`config.mk`:
```
export PLATFORM = sky130hd
export DESIGN_NAME = hbus_rx_burst
export DESIGN_NICKNAME = d
export VERILOG_FILES = /design/src/rtl/hbus_types_pkg.sv /design/src/rtl/hbus_id_table.sv /design/src/rtl/hbus_rx_burst.sv
export SDC_FILE = /design/constraint.sdc
export NUM_CORES = 1
export LEC_CHECK = 0
export ABC_AREA = 1
export CAP_MARGIN = 20
export CORE_ASPECT_RATIO = 1.2
export CORE_MARGIN = 8
export CORE_UTILIZATION = 55
export CTS_CLUSTER_SIZE = 16
export DETAILED_ROUTE_END_ITERATION = 8
export MAX_ROUTING_LAYER = met4
export PLACE_DENSITY = 0.82
export SYNTH_ARGS = -nofsm -noshare
export SYNTH_HDL_FRONTEND = slang
export SYNTH_SLANG_ARGS = --single-unit
```
`constraint.sdc`:
```
create_clock -name clk -period 4.3 [get_ports clk]
set_clock_uncertainty 0.1 [all_clocks]
set_input_delay 0.86 -clock clk [delete_from_list [all_inputs] [get_ports clk]]
set_output_delay 0.86 -clock clk [all_outputs]
set_load 0.05 [all_outputs]
```
`src/rtl/hbus_types_pkg.sv`:
```
// Shared constants and burst FSM state type for the hbus register-bank receiver.
package hbus_types_pkg;

    localparam logic [7:0] CTRL_RST = 8'h5A;
    localparam logic [7:0] RO_VAL   = 8'hAA;

    localparam int ID_TABLE_N = 8;
    localparam logic [7:0] ID_TABLE [ID_TABLE_N] = '{
        8'h11, 8'h22, 8'h33, 8'h44, 8'h55, 8'h66, 8'h77, 8'h88
    };

    typedef enum logic [1:0] {IDLE, WR, RD} hbus_burst_state_e;

    // Deeper tables repeat the base pattern.
    function automatic logic [7:0] id_rom(input int unsigned idx);
        return ID_TABLE[idx % ID_TABLE_N];
    endfunction

endpackage

```
`src/rtl/hbus_id_table.sv`:
```
// ID table: read pointer into a constant ROM; load sets the pointer, advance steps it with wrap.
module hbus_id_table
    import hbus_types_pkg::*;
#(
    parameter int DATA_W   = 8,
    parameter int ID_DEPTH = 8
) (
    input  logic              clk,
    input  logic              rst,
    input  logic              load,
    input  logic              advance,
    input  logic [DATA_W-1:0] wdata,
    output logic [DATA_W-1:0] rdata
);

    localparam int PTR_W = (ID_DEPTH > 1) ? $clog2(ID_DEPTH) : 1;

    logic [PTR_W-1:0] ptr_q;

    // Out-of-range load values park the pointer at entry 0.
    always_ff @(posedge clk) begin
        if (rst) begin
            ptr_q <= '0;
        end else if (load) begin
            if (32'(wdata) < ID_DEPTH) ptr_q <= PTR_W'(wdata);
            else                       ptr_q <= '0;
        end else if (advance) begin
            if (ptr_q == PTR_W'(ID_DEPTH - 1)) ptr_q <= '0;
            else                               ptr_q <= ptr_q + PTR_W'(1);
        end
    end

    assign rdata = DATA_W'(id_rom(32'(ptr_q)));

endmodule

```
`src/rtl/hbus_rx_burst.sv`:
```
// hbus burst register-bank receiver: CTRL/STATUS/ID/RO/AND map with auto-incrementing bursts.
// Optional unmapped-address flag enabled by defining HBUS_RX_BURST_ERR_EN.
module hbus_rx_burst
    import hbus_types_pkg::*;
#(
    parameter int DATA_W    = 8,
    parameter int ADDR_W    = 8,
    parameter int NUM_CTRL  = 4,
    parameter int ID_DEPTH  = 8,
    parameter int MAX_BURST = 16,
    localparam int LEN_W    = $clog2(MAX_BURST)
) (
    input  logic                       clk,
    input  logic                       rst,
    input  logic                       hen,
    input  logic                       hwr_rd,
    input  logic [ADDR_W-1:0]          haddr,
    input  logic [LEN_W-1:0]           hlen,
    input  logic [DATA_W-1:0]          hwdata,
    output logic [DATA_W-1:0]          hrdata,
    output logic                       hrvalid,
    output logic                       hdone,
    output logic                       herr,
    output logic [NUM_CTRL*DATA_W-1:0] ctrl_q
);

    localparam logic [ADDR_W-1:0] A_STATUS = ADDR_W'(NUM_CTRL);
    localparam logic [ADDR_W-1:0] A_ID     = ADDR_W'(NUM_CTRL + 1);
    localparam logic [ADDR_W-1:0] A_RO     = ADDR_W'(NUM_CTRL + 2);
    localparam logic [ADDR_W-1:0] A_AND    = ADDR_W'(NUM_CTRL + 3);

    hbus_burst_state_e state_q;
    logic [ADDR_W-1:0] addr_q;
    logic [LEN_W-1:0]  cnt_q;
    logic [LEN_W-1:0]  len_q;

    logic [DATA_W-1:0]   ctrl_r [NUM_CTRL];
    logic [NUM_CTRL-1:0] status_q;
    logic [DATA_W-1:0]   and_q;
    logic [DATA_W-1:0]   id_rdata;
    logic [DATA_W-1:0]   rd_val;

    // Handshake: hen high means one beat is accepted in that cycle, no back-pressure.
    // The first beat (from IDLE) takes direction/address/length from the bus; later
    // beats use the captured values. hen low mid-burst aborts the burst.
    logic              beat_wr;
    logic [ADDR_W-1:0] beat_addr;
    logic              beat_last;
    logic              is_ctrl, is_status, is_id, is_ro, is_and;

    always_comb begin
        beat_wr   = (state_q == IDLE) ? hwr_rd : (state_q == WR);
        beat_addr = (state_q == IDLE) ? haddr  : addr_q;
        beat_last = (state_q == IDLE) ? (hlen == '0) : (cnt_q == len_q);
        is_ctrl   = (beat_addr < ADDR_W'(NUM_CTRL));
        is_status = (beat_addr == A_STATUS);
        is_id     = (beat_addr == A_ID);
        is_ro     = (beat_addr == A_RO);
        is_and    = (beat_addr == A_AND);
    end

    always_comb begin
        rd_val = '0;
        for (int i = 0; i < NUM_CTRL; i++) begin
            if (beat_addr == ADDR_W'(i)) rd_val = ctrl_r[i];
        end
        if (is_status) rd_val = DATA_W'(status_q);
        if (is_id)     rd_val = id_rdata;
        if (is_ro)     rd_val = DATA_W'(RO_VAL);
        if (is_and)    rd_val = and_q;
    end

    hbus_id_table #(
        .DATA_W   (DATA_W),
        .ID_DEPTH (ID_DEPTH)
    ) u_id_table (
        .clk     (clk),
        .rst     (rst),
        .load    (hen && beat_wr && is_id),
        .advance (hen && !beat_wr && is_id),
        .wdata   (hwdata),
        .rdata   (id_rdata)
    );

    always_ff @(posedge clk) begin
        if (rst) begin
            state_q  <= IDLE;
            addr_q   <= '0;
            cnt_q    <= '0;
            len_q    <= '0;
            status_q <= '1;
            and_q    <= '1;
            hrdata   <= '0;
            hrvalid  <= 1'b0;
            hdone    <= 1'b0;
            for (int i = 0; i < NUM_CTRL; i++) ctrl_r[i] <= DATA_W'(CTRL_RST);
        end else begin
            hrvalid <= 1'b0;
            hdone   <= 1'b0;
            if (hen) begin
                if (beat_wr) begin
                    for (int i = 0; i < NUM_CTRL; i++) begin
                        if (beat_addr == ADDR_W'(i)) begin
                            ctrl_r[i]   <= hwdata;
                            status_q[i] <= hwdata[0];
                        end
                    end
                    if (is_and) and_q <= and_q & hwdata;
                end else begin
                    hrdata  <= rd_val;
                    hrvalid <= 1'b1;
                    if (is_and) and_q <= '1;
                end
                if (state_q == IDLE) len_q <= hlen;
                if (beat_last) begin
                    state_q <= IDLE;
                    hdone   <= 1'b1;
                end else begin
                    state_q <= beat_wr ? WR : RD;
                    addr_q  <= beat_addr + ADDR_W'(1);
                    cnt_q   <= (state_q == IDLE) ? LEN_W'(1) : cnt_q + LEN_W'(1);
                end
            end else begin
                state_q <= IDLE;
            end
        end
    end

`ifdef HBUS_RX_BURST_ERR_EN
    // Flag lines up with hrvalid for reads and follows the beat for writes.
    always_ff @(posedge clk) begin
        if (rst) herr <= 1'b0;
        else     herr <= hen && !(is_ctrl || is_status || is_id || is_ro || is_and);
    end
`else
    assign herr = 1'b0;
`endif

    for (genvar g = 0; g < NUM_CTRL; g++) begin : g_ctrl_out
        assign ctrl_q[g*DATA_W +: DATA_W] = ctrl_r[g];
    end

endmodule
```
==> results.md <==
- Drt drc: 0
- # resized after CTS: 0
- Hold path startpoint: and_q[3]
- Die Y: approximately 110 um
- Sequential share of the synthesized area: between 40% and 50%
- Clock power frac: a little under a third
- Die area: roughly 10000 sq um
- Hold WS: around 360 ps
- Period minus WS final: approximately 2900 ps
- GRT Overall Usage: 20.9%
- Net switching power: between 0.0004 and 0.0005 W
- Core area: slightly above 7000 sq um
- Worst-Skew Late Latency: 360 ps
- Post-synth EDFFs: 32
- Type of origin of the critical path: input port
- Critical path class: in -> reg
- Initial DRC Count: 290
- CP required: approximately 4200 ps
- RSZ-0062 raised after global routing: no
- Yosys cell types: 37
- Post-route clock period utilization: about two thirds
- Worst r2r path cells: 10
- Port bufs: 65
- Hold Crit Depth: 2
- Drt wl/cell: 15.0 um
- Clock tree root driver cell: clkbuf_8
- Yosys reg bits: 75
- Hold Path Sink: and_q[3]
- Critical Path AT: between 2000 and 3000 ps
- Outcome: complete, no violations
- Clk buf depth: 2
- Total gr overflow: 0
- # IOs: 67
- Post-synth ARST share: 0%
- Final-report hold violation count: 0
- Initial antenna violation count: 0
- Commonest cells post-synth: nand2_1 (132), inv_1 (79), dfxtp_1 (43)
- Layout Area Growth over Synthesis: 21.5%
- Peak Freq: around 350 MHz
- Final Cell Area: 4830 sq um
- Vias: between 3000 and 4000
- Peak VDD IR: a little over 0.2 mV
- Crit Path Max Fanout: 9
- H-tree levels: 3
- Final setup viols: 0
- Max-cap violations: 0
- CTS buffer count: 9
- Post-DP HPWL: approximately 7.7 mm
- Hold-fix buffers, CTS: 0
- Syn_area_per_cell: ~7.7 sq um
- Slew Limit Headroom: 54.0%
- Logic pwr share: around 17%
- Switching Share: 30.7%
- First-pass DRT Iterations: 5
- Post-CTS Setup Inserts: 0
- Largest net degree at the start of global routing: 36
- Capturing point of the worst reg2reg path: ctrl_r[2][6]
- Area leader, netlist: edfxtp_1
- Area share of the largest cell type after synthesis: between 20% and 30%
- CTS tree: built
- Mapped Cells: just over 500
- Static Leak: roughly 2.1 nW
- Placement Setup Slack: 1060 ps
- FF-to-FF Start: state_q[0]
- Gpl congestion: between 0.9 and 1
- Top post-synthesis cells by area: edfxtp_1 (24%), dfxtp_1 (22%), nand2_1 (12%), inv_1 (7.5%), nand3_1 (4.2%)
- Placed Cells incl. Taps: about 660
- Syn Std Cell Area: approximately 4000 sq um
- Most frequent cell after synthesis: nand2_1
- Setup_tns: 0 ps
- Reg power frac: approximately half
- Final slew viol count: 0
- R2r setup slk: 1680 ps
- Non-Filler Instances: about 680
- Power per standard cell area: about 320 nW/um^2
- Global-route wire length before repair: 16.1 mm
- Least-Margin Pin Slew: ~690 ps
- Clock Sinks: 75
- Drt total wl: between 10 and 15 mm
- Ys Warns: 0
- FP Rows: 34
- Vias in the first global route: about 3500
- Placed Instance Area: approximately 4700 sq um
- Fill count: ~630
- Hold WC Path Type: reg -> reg
- Clock-pin slew on the worst setup and hold paths: around 80 ps
- Setup slack after layout: ~1400 ps
- Chip width: ~94 um
- Antenna fix cells: 0
- Fin nets: 613
- Post-Syn Nets: 548
- Main synth FF type: dfxtp_1
- Share of post-route cells with drive strength above 1: a little under an eighth
- Internal cell power: 0.00106 W
- Initial Util: a little under three fifths
- Vias per inst: around 5.3
- DRT antenna net count: 0
- Critical path capture point type: flip-flop
[worst max-delay path by stage]
stage / from / to / slack, ps
2_1_floorplan: haddr[0] / ctrl_r[2][0] / 1790
3_3_place_gp: haddr[0] / ctrl_r[1][1] / 1140
3_5_place_dp: haddr[0] / ctrl_r[1][1] / 1060
4_1_cts: haddr[0] / ctrl_r[1][5] / 1430
5_1_grt: haddr[0] / ctrl_r[1][7] / 1200
6_report: haddr[0] / ctrl_r[1][5] / 1420
[layout make-up]
type | instances | area (sq um) | share of cell area, %
clock buffers | 10 | 128 | 2.64
clock inverters | 6 | 41.3 | 0.855
inverters | 90 | 338 | 6.99
multi-input cells | 341 | 1720 | 35.7
flip-flops and latches | 75 | 1820 | 37.7
well taps | 90 | 113 | 2.33
repair buffers | 67 | 666 | 13.8
[sequential cells by signal (all words and copies together), names as in the netlist, 2 cells and up]
| signal | count |
|---|---|
| addr_q | 8 |
| and_q | 8 |
| cnt_q | 4 |
| ctrl_r | 32 |
| hrdata | 8 |
| len_q | 4 |
| state_q | 2 |
| status_q | 4 |
| u_id_table.ptr_q | 3 |
[worst max-delay path: stages]
cell	delay, ps
clkdlybuf4s50_1	450
inv_1	40
nand2_1	80
o21ai_2	120
inv_1	120
ha_1	180
inv_1	80
nor2_4	210
nand2_2	150
nor2_1	170
inv_2	70
nand2_1	280
[logic make-up (layout without fill, tap and decap cells)]
kind of cell / after synthesis / after routing / synth area share (%)
compound gates: 74 / 74 / 10.2
xor+xnor: 7 / 7 / 1.54
fa+ha+maj: 5 / 5 / 1.57
buf+inv: 103 / 173 / 10.8
flops: 75 / 75 / 45.8
other cells: 1 / 1 / 0.0943
simple gates: 254 / 254 / 30.0
[power groups by stage]
stage / clock [W] / combinational [W] / sequential [W]
after global placement: 0 / 0.000258 / 0.000794
after CTS: 0.000485 / 0.000264 / 0.000779
final: 0.000480 / 0.000264 / 0.000779
after global routing: 0.000510 / 0.000287 / 0.000781
after floorplan: 0 / 0.000156 / 0.000825
after detailed placement: 0 / 0.000262 / 0.000795
[layer usage]
metal  track usage (%)  part of all wire, %  vias to the layer above  wire [um]
met4              11.6                  3.3                        0        341
met2              35.6                   50                      149       5060
met1              22.7                   40                     1644       4110
li1                  -                    -                     1769          -
met5                 -                    0                        -          0
met3              3.44                  6.6                       25        677
[cells in the final DEF, fill, tap and decap left out, drive strengths merged, types with 4 or more instances in the layout]
| cell type | synthesis | layout |
|---|---|---|
| a21oi | 31 | 31 |
| clkbuf | 5 | 10 |
| clkdlybuf4s50 | 0 | 65 |
| dfxtp | 43 | 43 |
| edfxtp | 32 | 32 |
| ha | 5 | 5 |
| inv | 90 | 91 |
| nand2 | 144 | 144 |
| nand3 | 33 | 33 |
| nand4 | 5 | 5 |
| nor2 | 57 | 57 |
| nor3 | 4 | 4 |
| o21ai | 34 | 34 |
| or2 | 8 | 8 |
| xnor2 | 4 | 4 |
[stage by stage]
stage          total power, W  util (%)
2_1_floorplan        0.000980         -
3_3_place_gp          0.00105      65.2
3_5_place_dp          0.00106      65.2
4_1_cts               0.00153      67.6
5_1_grt               0.00158      67.6
6_report              0.00152      67.6
Note: power is estimated with default switching activity, not from simulation.
